File: src/rtl/clock_set_ctrl_pkg.sv
// Shared encodings, BCD limits and small BCD helpers for the clock time-setting controller.
package clock_set_ctrl_pkg;

  typedef enum logic [1:0] {
    MODE_RUN      = 2'd0,
    MODE_SET_HOUR = 2'd1,
    MODE_SET_MIN  = 2'd2
  } mode_e;

  localparam logic [3:0] MIN_TENS_MAX = 4'd5;
  localparam logic [3:0] DIGIT_MAX    = 4'd9;

  localparam int BLINK_HOUR_BIT = 1;
  localparam int BLINK_MIN_BIT  = 0;

  // An out-of-range minute snapshot is replaced by 00 rather than edited as garbage.
  function automatic logic [7:0] bcd_min_sanitize(input logic [7:0] m);
    if ((m[7:4] > MIN_TENS_MAX) || (m[3:0] > DIGIT_MAX)) begin
      return 8'h00;
    end else begin
      return m;
    end
  endfunction

  function automatic logic [7:0] bcd_min_inc(input logic [7:0] m);
    logic [7:0] r;
    if (m[3:0] == DIGIT_MAX) begin
      if (m[7:4] == MIN_TENS_MAX) begin
        r = 8'h00;
      end else begin
        r = {m[7:4] + 4'd1, 4'd0};
      end
    end else begin
      r = {m[7:4], m[3:0] + 4'd1};
    end
    return r;
  endfunction

endpackage

File: src/rtl/clock_set_ctrl_btn_debounce.sv
// Push-button front end: 2-flop synchroniser, stability counter and a one-clk press pulse
// on the debounced rising edge.
module btn_debounce #(
  parameter logic [15:0] DB_CYCLES = 16'd50000
) (
  input  logic clk,
  input  logic reset,
  input  logic btn_raw,
  output logic press
);

  logic        sync1_q, sync2_q;
  logic        db_q, db_d;
  logic [15:0] cnt_q, cnt_d;
  logic        press_q, press_d;

  // Debounced level flips only after DB_CYCLES consecutive cycles of disagreement.
  always_comb begin
    cnt_d = 16'd0;
    db_d  = db_q;
    if (sync2_q == db_q) begin
      cnt_d = 16'd0;
    end else if (cnt_q == DB_CYCLES - 16'd1) begin
      db_d  = sync2_q;
      cnt_d = 16'd0;
    end else begin
      cnt_d = cnt_q + 16'd1;
    end
    press_d = db_d & ~db_q;
  end

  // Synchroniser, debounce and press registers.
  always_ff @(posedge clk or negedge reset) begin
    if (!reset) begin
      sync1_q <= 1'b0;
      sync2_q <= 1'b0;
      db_q    <= 1'b0;
      cnt_q   <= 16'd0;
      press_q <= 1'b0;
    end else begin
      sync1_q <= btn_raw;
      sync2_q <= sync1_q;
      db_q    <= db_d;
      cnt_q   <= cnt_d;
      press_q <= press_d;
    end
  end

  assign press = press_q;

endmodule

File: src/rtl/clock_set_ctrl.sv
// Time-setting controller: RUN / SET_HOUR / SET_MIN FSM editing a shadow hour/minute,
// with blink mask, inactivity timeout and a one-cycle load back into the datapath.
module clock_set_ctrl
  import clock_set_ctrl_pkg::*;
#(
  parameter logic [15:0] DB_CYCLES = 16'd50000,
  parameter int          HOUR_MOD  = 16,
  parameter int          TIMEOUT_S = 30
) (
  input  logic       clk,
  input  logic       reset,
  input  logic       tick_1hz,
  input  logic       mode_btn,
  input  logic       inc_btn,
  input  logic [3:0] cur_hour,
  input  logic [7:0] cur_min,
  output logic       run_en,
  output logic       load,
  output logic [3:0] set_hour,
  output logic [7:0] set_min,
  output logic [1:0] blink,
  output logic [1:0] mode
);

  localparam int             TO_W    = $clog2(TIMEOUT_S + 1);
  localparam logic [TO_W-1:0] TO_LAST = TO_W'(TIMEOUT_S - 1);

  logic mode_press, inc_press;

  btn_debounce #(.DB_CYCLES(DB_CYCLES)) u_db_mode (
    .clk(clk), .reset(reset), .btn_raw(mode_btn), .press(mode_press)
  );
  btn_debounce #(.DB_CYCLES(DB_CYCLES)) u_db_inc (
    .clk(clk), .reset(reset), .btn_raw(inc_btn), .press(inc_press)
  );

  mode_e           state_q, state_d;
  logic [3:0]      set_hour_q, set_hour_d;
  logic [7:0]      set_min_q, set_min_d;
  logic            load_q, load_d;
  logic            run_en_q, run_en_d;
  logic [1:0]      blink_q, blink_d;
  logic            phase_q, phase_d;
  logic [TO_W-1:0] to_q, to_d;

  // Next state, shadow edits, blink phase and timeout; mode press takes priority over inc.
  always_comb begin
    state_d    = state_q;
    set_hour_d = set_hour_q;
    set_min_d  = set_min_q;
    load_d     = 1'b0;
    phase_d    = phase_q;
    to_d       = to_q;
    case (state_q)
      MODE_RUN: begin
        phase_d = 1'b0;
        to_d    = '0;
        if (mode_press) begin
          set_hour_d = ({28'd0, cur_hour} >= HOUR_MOD) ? 4'd0 : cur_hour;
          set_min_d  = bcd_min_sanitize(cur_min);
          state_d    = MODE_SET_HOUR;
        end else begin
          state_d = MODE_RUN;
        end
      end
      MODE_SET_HOUR: begin
        if (mode_press) begin
          state_d = MODE_SET_MIN;
          phase_d = 1'b0;
          to_d    = '0;
        end else if (inc_press) begin
          set_hour_d = ({28'd0, set_hour_q} == HOUR_MOD - 1) ? 4'd0 : set_hour_q + 4'd1;
          to_d       = '0;
        end else if (tick_1hz) begin
          if (to_q == TO_LAST) begin
            state_d = MODE_RUN;
            phase_d = 1'b0;
            to_d    = '0;
          end else begin
            to_d    = to_q + TO_W'(1);
            phase_d = ~phase_q;
          end
        end else begin
          to_d = to_q;
        end
      end
      MODE_SET_MIN: begin
        if (mode_press) begin
          load_d  = 1'b1;
          state_d = MODE_RUN;
          phase_d = 1'b0;
          to_d    = '0;
        end else if (inc_press) begin
          set_min_d = bcd_min_inc(set_min_q);
          to_d      = '0;
        end else if (tick_1hz) begin
          if (to_q == TO_LAST) begin
            state_d = MODE_RUN;
            phase_d = 1'b0;
            to_d    = '0;
          end else begin
            to_d    = to_q + TO_W'(1);
            phase_d = ~phase_q;
          end
        end else begin
          to_d = to_q;
        end
      end
      default: begin
        state_d = MODE_RUN;
        phase_d = 1'b0;
        to_d    = '0;
      end
    endcase

    // Counters stay frozen during the load cycle itself.
    run_en_d                 = (state_d == MODE_RUN) && !load_d;
    blink_d                  = 2'b00;
    blink_d[BLINK_HOUR_BIT]  = (state_d == MODE_SET_HOUR) && phase_d;
    blink_d[BLINK_MIN_BIT]   = (state_d == MODE_SET_MIN) && phase_d;
  end

  // Controller state and registered outputs.
  always_ff @(posedge clk or negedge reset) begin
    if (!reset) begin
      state_q    <= MODE_RUN;
      set_hour_q <= 4'd0;
      set_min_q  <= 8'h00;
      load_q     <= 1'b0;
      run_en_q   <= 1'b1;
      blink_q    <= 2'b00;
      phase_q    <= 1'b0;
      to_q       <= '0;
    end else begin
      state_q    <= state_d;
      set_hour_q <= set_hour_d;
      set_min_q  <= set_min_d;
      load_q     <= load_d;
      run_en_q   <= run_en_d;
      blink_q    <= blink_d;
      phase_q    <= phase_d;
      to_q       <= to_d;
    end
  end

  assign run_en   = run_en_q;
  assign load     = load_q;
  assign set_hour = set_hour_q;
  assign set_min  = set_min_q;
  assign blink    = blink_q;
  assign mode     = state_q;

endmodule

File: config.mk
export PLATFORM = sky130hd
export DESIGN_NAME = clock_set_ctrl
export DESIGN_NICKNAME = d
export VERILOG_FILES = /design/src/rtl/clock_set_ctrl_pkg.sv /design/src/rtl/clock_set_ctrl_btn_debounce.sv /design/src/rtl/clock_set_ctrl.sv
export SDC_FILE = /design/constraint.sdc
export NUM_CORES = 1
export LEC_CHECK = 0
export CAP_MARGIN = 10
export CORE_MARGIN = 10
export CORE_UTILIZATION = 56
export CTS_BUF_LIST = sky130_fd_sc_hd__clkbuf_16
export CTS_CLUSTER_DIAMETER = 50
export DETAILED_ROUTE_END_ITERATION = 16
export PLACE_DENSITY = 0.78
export SLEW_MARGIN = 0
export SYNTH_ARGS = -nofsm -noshare
export SYNTH_HDL_FRONTEND = slang
export SYNTH_SLANG_ARGS = --single-unit
File: constraint.sdc
create_clock -name clk -period 2.3 [get_ports clk]
set_input_delay 0.46 -clock clk [delete_from_list [all_inputs] [get_ports clk]]
set_output_delay 0.46 -clock clk [all_outputs]
set_load 0.01 [all_outputs]
# Word level (Yosys, flattened, before mapping)
# Cells that the tools add are included.
dict set report totals {
  ram_bits 0
  latch_bits 0
  memories 0
  word_cells 103
  romBits 0
  output_inout_bits 18
  inputBits 17
  register_bits 64
}
dict set report op_classes {
  multipliers 0
  eq_ne 19
  n_div 0
  reduce_logical 13
  shift 0
  bitwise 5
  n_lt_le_gt_ge 2
  mux 39
  add_sub_neg 6
}
# cell count
set ops {}
lappend ops {{16-bit two-way mux} 4}
lappend ops {{8-bit two-way mux} 6}
lappend ops {{16-bit by 1-bit adder with 16-bit output (second input constant)} 2}
lappend ops {{16-bit == test (second input constant)} 2}
lappend ops {{5-bit two-way mux} 5}
lappend ops {{4-bit two-way mux} 4}
lappend ops {{8-bit one-hot mux with 2 select lines} 1}
lappend ops {{4-bit by 1-bit adder with 4-bit output (second input constant)} 3}
lappend ops {{1-bit two-way mux} 12}
lappend ops {{2-bit two-way mux} 5}
lappend ops {{4-bit == test (second input constant)} 2}
lappend ops {{4-bit one-hot mux with 2 select lines} 1}
lappend ops {{4-bit AND reduction} 2}
lappend ops {{2-bit by 1-bit inequality test with 1-bit output (second input constant)} 3}
lappend ops {{2-bit inequality test (second input constant)} 3}
lappend ops {{2-bit one-hot mux with 3 select lines} 1}
lappend ops {{5-bit by 1-bit adder with 5-bit output (second input constant)} 1}
lappend ops {{5-bit == test (second input constant)} 1}
lappend ops {{5-bit AND reduction} 1}
lappend ops {{2-bit by 1-bit == test with 1-bit output (second input constant)} 2}
lappend ops {{2-bit == test (second input constant)} 2}
lappend ops {{4-bit by 3-bit == test with 1-bit output (second input constant)} 1}
lappend ops {{4-bit by 3-bit > comparator with 1-bit output (second input constant)} 1}
lappend ops {{4-bit > comparator (second input constant)} 1}
lappend ops {{10 further kinds} 18}

# Depth between registers and ports, before layout
# Gate-level depths: netlist of run 1.
dict set report depth {
  word_depth 8
  ltp_mapped 7
  mapped_depth_nobuf 6
}

# By module
# Synthesis of run 1 repeated with hierarchy kept, for this count alone.
dict set report hier_totals {
  cells_unflattened 323
  area_unflattened_um2 3616.0
}
# module cells_per_inst n_inst area_per_inst_um2 seq_area_each_um2
set modules_own_cells {}
lappend modules_own_cells {btn_debounce 85 2 1008.5 500.5}
lappend modules_own_cells {clock_set_ctrl 153 1 1599.0 601.8}

# Worst setup path after synthesis of run 1
# OpenSTA, ideal clock, no wires.
dict set report synth_path {
  path_type {register to register}
  start {register state_q[0], in the netlist mode[0]}
  end {register set_min_q[4], in the netlist set_min[4]}
  arrival_ns 1.651
  path_buffers 1
  stages_incl_launch_ff 7
  slack_ns 0.524
  setup_ns 0.125
  synth_period_minus_slack_ns 1.776
  required_ns 2.175
  path_cell_list {dfrtp_1 -> inv_1 -> ha_1 -> clkbuf_1 -> nand3b_1 -> a2bb2oi_2 -> mux2_2}
}
dict set report synth_between {
  elab_chain_cells 3
  word_cells_on_any_way 9
  cone_classes {eq/ne (5); mux (1); reduce/logical (3)}
}
# item line_no
set synth_rtl {}
lappend synth_rtl {{start: declaration} clock_set_ctrl.sv:37} ;# mode_e state_q, state_d;
lappend synth_rtl {{start signal: assignment} clock_set_ctrl.sv:135} ;# state_q <= state_d;
lappend synth_rtl {{2-bit == test / 2-bit zero test (equally long branches)} clock_set_ctrl.sv:54} ;# case (state_q)
lappend synth_rtl {{2-bit by 1-bit inequality test with 1-bit output (no source line) (tied with other cells)} n/a}
lappend synth_rtl {{5-bit AND reduction (no source line)} n/a}
lappend synth_rtl {{end signal: assignment} clock_set_ctrl.sv:137} ;# set_min_q <= set_min_d;
lappend synth_rtl {{end: declaration} clock_set_ctrl.sv:39} ;# logic [7:0] set_min_q, set_min_d;
# Parallel ways exist; a longest one is shown, timed or not.
# A chain may end at the register's enable or synchronous reset.

# Worst setup path in the final report of run 1
dict set report layout_path {
  start {register state_q[0], in the netlist mode[0]}
  end {register set_min_q[7], in the netlist set_min[7]}
}
# The elaborated chain is that of the path after synthesis.

==> results of run 1 <==
==> final timing paths <==
check,from,cells after the start,end
worst max-delay path,mode[0],6,set_min[7]
worst min-delay path,reset,1,set_min[6]
worst max register to register,mode[0],6,set_min[7]
worst min register to register,u_db_mode.sync1_q,0,u_db_mode.sync2_q
max in group asynchronous,reset,2,u_db_mode.cnt_q[4]
min in group clk,u_db_mode.sync1_q,0,u_db_mode.sync2_q
==> power groups by stage <==
stage / clock network [W] / logic (W) / registers, W
2_1_floorplan: 0 / 0.0000342 / 0.00117
3_3_place_gp: 0 / 0.0000954 / 0.00117
3_5_place_dp: 0 / 0.0000960 / 0.00117
4_1_cts: 0.00154 / 0.0000981 / 0.00115
5_1_grt: 0.00160 / 0.000111 / 0.00115
6_report: 0.00153 / 0.0000966 / 0.00115
==> per-layer routing <==
layer  wire length [µm]  vias up  track usage, %  share of wire, %
met5                  0        -               0                 0
met4                107        0            6.54               1.5
met3                416       10            4.32               5.9
met2               3370       64            26.1                48
met1               3140     1246            21.2                45
li1                   -     1222               -                 -
==> registers in the layout, indices dropped and copies added, names as in the netlist, 2 cells and up <==
register / count
blink: 2
mode: 2
set_hour: 4
set_min: 8
to_q: 5
u_db_inc.cnt_q: 16
u_db_mode.cnt_q: 16
==> per-stage QoR <==
step	cell area [µm²]	power (W)	setup WS, ns	util, %
floorplan	3270	0.00120	0.524	-
global placement	3710	0.00126	0.315	66.5
detailed placement	3710	0.00127	0.282	66.5
CTS	4040	0.00279	0.346	72.5
global route	4040	0.00286	0.169	72.5
finish	4040	0.00278	0.351	72.5
==> layout by cell type (no fill, tap or decap), types with 2 or more instances in the layout <==
cell | netlist | routed
dfrtp_1 | 63 | 63
nor2_1 | 47 | 47
clkdlybuf4s50_1 | 0 | 33
xnor2_1 | 25 | 25
nand2_1 | 14 | 14
inv_1 | 13 | 14
a21oi_1 | 14 | 14
nand3_1 | 13 | 13
o21ai_0 | 11 | 11
ha_1 | 11 | 11
nor3_1 | 9 | 9
clkbuf_16 | 0 | 9
and3_1 | 7 | 7
nand4_1 | 7 | 7
nor4_1 | 7 | 7
xor2_1 | 6 | 6
mux2_2 | 6 | 6
nor4b_1 | 5 | 5
nor3b_1 | 5 | 5
nor2b_1 | 4 | 4
mux2i_1 | 4 | 4
o2bb2ai_1 | 3 | 3
bufinv_16 | 0 | 3
and4bb_2 | 2 | 2
nand4_2 | 2 | 2
nand2b_1 | 2 | 2
o2111ai_1 | 2 | 2
o31ai_1 | 2 | 2
a31oi_1 | 2 | 2
nand3b_1 | 2 | 2
a22o_1 | 2 | 2
a32oi_1 | 2 | 2
clkinv_2 | 0 | 2
buf_4 | 0 | 2
==> worst max-delay path, cell delays in order (launching register included) <==
cell and delay [ns]:
dfrtp_1 0.43, inv_1 0.10, ha_1 0.40, nand4bb_1 0.19
a2bb2oi_2 0.32, o21ai_0 0.15, a22o_1 0.24
==> logic make-up (layout without fill, tap and decap cells) <==
family,Yosys count,in the layout,share of synthesized area (%)
compound gates,45,45,9.19
xor+xnor,31,31,8.31
fa+ha+maj,11,11,4.21
buf+inv,18,66,2.18
flops,64,64,49.0
mux,10,10,3.29
simple gates,140,140,23.8
==> area by class of cell <==
type                       count  share of cell area, %
sequential                    64                   39.6
multi-input combinational    237                   39.4
timing repair buffer          37                   9.16
clock buffer                   9                   5.57
clock inverter                 7                   2.75
tap                           72                   2.23
inverter                      13                   1.21
==> flow_summary.yaml, run 1 <==
run_status:
  status: "completed"
clocking:
  cts.sinks: 64
  cts_max_level: 3
  path_clk_slew_ns: 0.05
  clockBufferDepth: 2
  postCtsHoldBufs: 0
  cts.repair.resized: 0
  tritoncts: "yes"
  insertion_delay_ns: 0.33
  clockRootBuffer: "clkbuf_16"
  post_cts_buffers: 0
  cts_inserted_buffers: 9
power_and_ir_drop:
  internal_power_w: 0.00223
  ir_worst_vdd_mv: 0.684
  power.switching_w: 0.000547
  p_per_area_mw_per_mm2: 688
  power.static_leakage_nw: 1.64
  netSwitchingFraction_pct: 19.7
  p_comb_share_pct: 3.5
  clock_power_share_pct: 55.1
  p_seq_share_pct: 41.4
synth:
  synth_top_area_share_pct: 48.2
  synth_nets: 347
  synth_area_mm2: 0.00327
  synth_ff_type: "dfrtp_1"
  yosysWarnings: 0
  ys_seq_area_share_pct: 49.0
  synth-seq-cells: 64
  syn-mean-instance-area_um2: 10.2
  synth_most_common_cell: "dfrtp_1"
  synthCells: 319
  netlist_top_cells_area: "dfrtp_1 (48%), xnor2_1 (6.7%), nor2_1 (5.4%)"
  async_flop_share_pct: 100
  synth-edff-count: 0
  synth_top_area_cell: "dfrtp_1"
  synth.distinct_cells: 53
  synthTopCellsByCount: "dfrtp_1 (63), nor2_1 (47), xnor2_1 (25), a21oi_1 (14), nand2_1 (14)"
finish:
  multi_input_area_mm2: 0.00159
  syn_to_final_growth_pct: 23.7
  n_antenna_cell: 0
  drive_above_1_share_pct: 9.54
  n_fill_cell: 412
  register_area_mm2: 0.00160
  finalNonFillerCells: 439
  final_nets: 390
place:
  port_buffers: 34
  hpwl_mm: 4.70
  place_inst: 423
  gp_congestion: 0.881
detailed_routing:
  ant_nets: 0
  wl_per_cell_um: 16.0
  drt-initial-drc-count: 121
  drc: 0
  firstDrtPassIters: 4
  via_count: 2542
  viasPerCell: 5.79
  route.final.wire_length_mm: 7.03
global_route:
  antenna_found_initial: 0
  grt_max_degree: 40
  grt_overflow: 0
  track_usage_pct: 16.5
  grt_pass1_wl_mm: 12.2
  grt_pass1_vias: 2558
sta:
  holdWs_ns: 0.146
  hold_violations: 0
  final.setup_skew_ns: 0.00319
  max_freq_mhz: 513
  relSlewSlack_pct: 54.0
  post-route-period-util_pct: 84.8
  worstMarginPinSlew_ns: 0.672
  timing.final.max_slew_violations: 0
  setup_tns_ns: 0
  fin_crit_ns: 1.95
  rsz0062_at_grt: "false"
  setup_violations: 0
worst_hold_path:
  hold_path.class: "in2async"
critical_path:
  critPathKind: "reg2reg"
  cp.arrival_ns: 2.16
  regToRegSetupSlack_ns: 0.35
  path_max_fanout: 10
  cp-start-kind: "flip-flop"
  endpoint_kind: "flip-flop"
  cp.required_ns: 2.51
floorplan:
  io-pin-count: 35
  die_w_um: 96.4
  row_count: 27
  dieArea_mm2: 0.00929
  die_y_um: 96.4
  initial_utilization_pct: 58.6
  core_area_mm2: 0.00557
run:
  drv_cap: 0
Power figures use the tool's default switching activity.
==> inputs of run 2 (changes only) <==
--- a/config.mk
+++ b/config.mk
@@ -7,11 +7,11 @@
 export LEC_CHECK = 0
 export CAP_MARGIN = 10
 export CORE_MARGIN = 10
-export CORE_UTILIZATION = 56
+export CORE_UTILIZATION = 51
 export CTS_BUF_LIST = sky130_fd_sc_hd__clkbuf_16
 export CTS_CLUSTER_DIAMETER = 50
 export DETAILED_ROUTE_END_ITERATION = 16
-export PLACE_DENSITY = 0.78
+export PLACE_DENSITY = 0.75
 export SLEW_MARGIN = 0
 export SYNTH_ARGS = -nofsm -noshare
 export SYNTH_HDL_FRONTEND = slang
==> constraint.sdc (replaced) <==
create_clock -name clk -period 1.62 [get_ports clk]
set_input_delay 0.324 -clock clk [delete_from_list [all_inputs] [get_ports clk]]
set_output_delay 0.324 -clock clk [all_outputs]
set_load 0.01 [all_outputs]
==> flow_summary.yaml, run 2 (same netlist as run 1, synthesis figures left out) <==
run_status:
  status: "completed"
power_and_ir_drop:
  power.static_leakage_nw: 1.85
  p_per_area_mw_per_mm2: 817
  ir_worst_vdd_mv: 0.714
run:
  drv_cap: 0
global_route:
  track_usage_pct: 14.9
  grt_max_degree: 65
  antenna_found_initial: 0
  grt_pass1_vias: 2649
  grt_overflow: 0
  grt_pass1_wl_mm: 12.2
sta:
  hold_violations: 0
  setup_tns_ns: 0
  max_freq_mhz: 626
  post-route-period-util_pct: 98.7
  relSlewSlack_pct: 71.1
  worstMarginPinSlew_ns: 0.433
  final.setup_skew_ns: 0.00609
  setup_violations: 0
  timing.final.max_slew_violations: 0
  rsz0062_at_grt: "true"
  fin_crit_ns: 1.60
clocking:
  tritoncts: "yes"
  insertion_delay_ns: 0.32
  cts.sinks: 64
  cts_max_level: 3
  path_clk_slew_ns: 0.05
  clockRootBuffer: "clkbuf_16"
  clockBufferDepth: 2
  cts_inserted_buffers: 9
detailed_routing:
  wl_per_cell_um: 15.6
  viasPerCell: 5.53
  via_count: 2644
  firstDrtPassIters: 4
  ant_nets: 0
  drt-initial-drc-count: 181
  drc: 0
  route.final.wire_length_mm: 7.44
finish:
  final_nets: 424
  finalNonFillerCells: 478
  n_fill_cell: 437
  final_core_util_pct: 71.1
  final_common_cell: "dfrtp_1"
  n_antenna_cell: 0
  final_cell_mix: "dfrtp_1 (58), nor2_1 (47), buf_4 (34)"
  syn_to_final_growth_pct: 36.5
  drive_above_1_share_pct: 23.4
floorplan:
  die_w_um: 100
  die_y_um: 100
  core_area_mm2: 0.00628
  io-pin-count: 35
  dieArea_mm2: 0.0100
  initial_utilization_pct: 52.1
  row_count: 29
critical_path:
  critPathKind: "reg2reg"
  endpoint_kind: "flip-flop"
  cp-start-kind: "flip-flop"
  crit_path_max_incr_delay_ns: 0.38
  crit_family: "simple AND/OR/NAND/NOR gates"
  cp.required_ns: 1.84
  slowest_stage: "dfrtp_1"
  cp.arrival_ns: 1.82
  path_max_fanout: 2
  crit_chain: "ha_2 > and4_1 > or3_4 > a21oi_4 > nor4b_4"
  path_buf_inv: 0
place:
  port_buffers: 34
  hpwl_mm: 5.08
  gp_congestion: 0.848
  place_inst: 457
worst_hold_path:
  hold_path.class: "in2async"
[run 2: final cells by class]
type,count,area (µm²),area share [%]
clock inverter,7,62.6,1.40
timing repair buffer,71,634,14.2
multi-input combinational,237,1790,40.0
sequential,64,1610,36.1
clock buffer,9,225,5.05
inverter,13,48.8,1.09
tap,77,96.3,2.16
[run 2: report_power, final]
group	leakage [nW]	switching, W	internal [W]
sequential	0.838	0.0000164	0.00162
clock	0.136	0.000669	0.00117
combinational	0.875	0.0000842	0.0000876
total	1.85	0.000769	0.00288
[run 2: worst paths after layout]
path                                   startpoint                 to  slack (ns)  cells past startpoint
worst max-delay path                      to_q[0]           blink[0]        0.02                      5
max in group asynchronous                   reset             run_en        1.31                      2
worst min register to register  u_db_mode.sync1_q  u_db_mode.sync2_q        0.36                      0
worst min-delay path                        reset           blink[1]        0.01                      2
worst max register to register            to_q[0]           blink[0]        0.02                      5
min in group clk                u_db_mode.sync1_q  u_db_mode.sync2_q        0.36                      0
[run 2: through the flow]
step | setup slack (ns) | power, W | hold slack [ns] | cell area, µm²
finish | 0.0214 | 0.00365 | 0.0116 | 4460
global route | -0.0390 | 0.00376 | 0.0332 | 4460
CTS | -0.00493 | 0.00368 | 0.0176 | 4340
detailed placement | -0.211 | 0.00182 | 0.347 | 4020
global placement | -0.117 | 0.00182 | 0.332 | 4020
floorplan | -0.0140 | 0.00171 | 0.0284 | 3360
[run 2: layer usage]
metal,track usage (%),up-vias,wire length (µm)
met5,0,-,0
met4,5.98,0,134
met3,4.60,13,401
met2,24.0,57,3670
met1,18.0,1281,3230
li1,-,1293,-
[run 2: timing repair]
action | CTS | global route
setup endpoints to repair | 20 | 44
buffers inserted | 1 | 4
pin swaps | 1 | 10
gates resized for setup | 19 | 22
hold buffers | 0 | 0
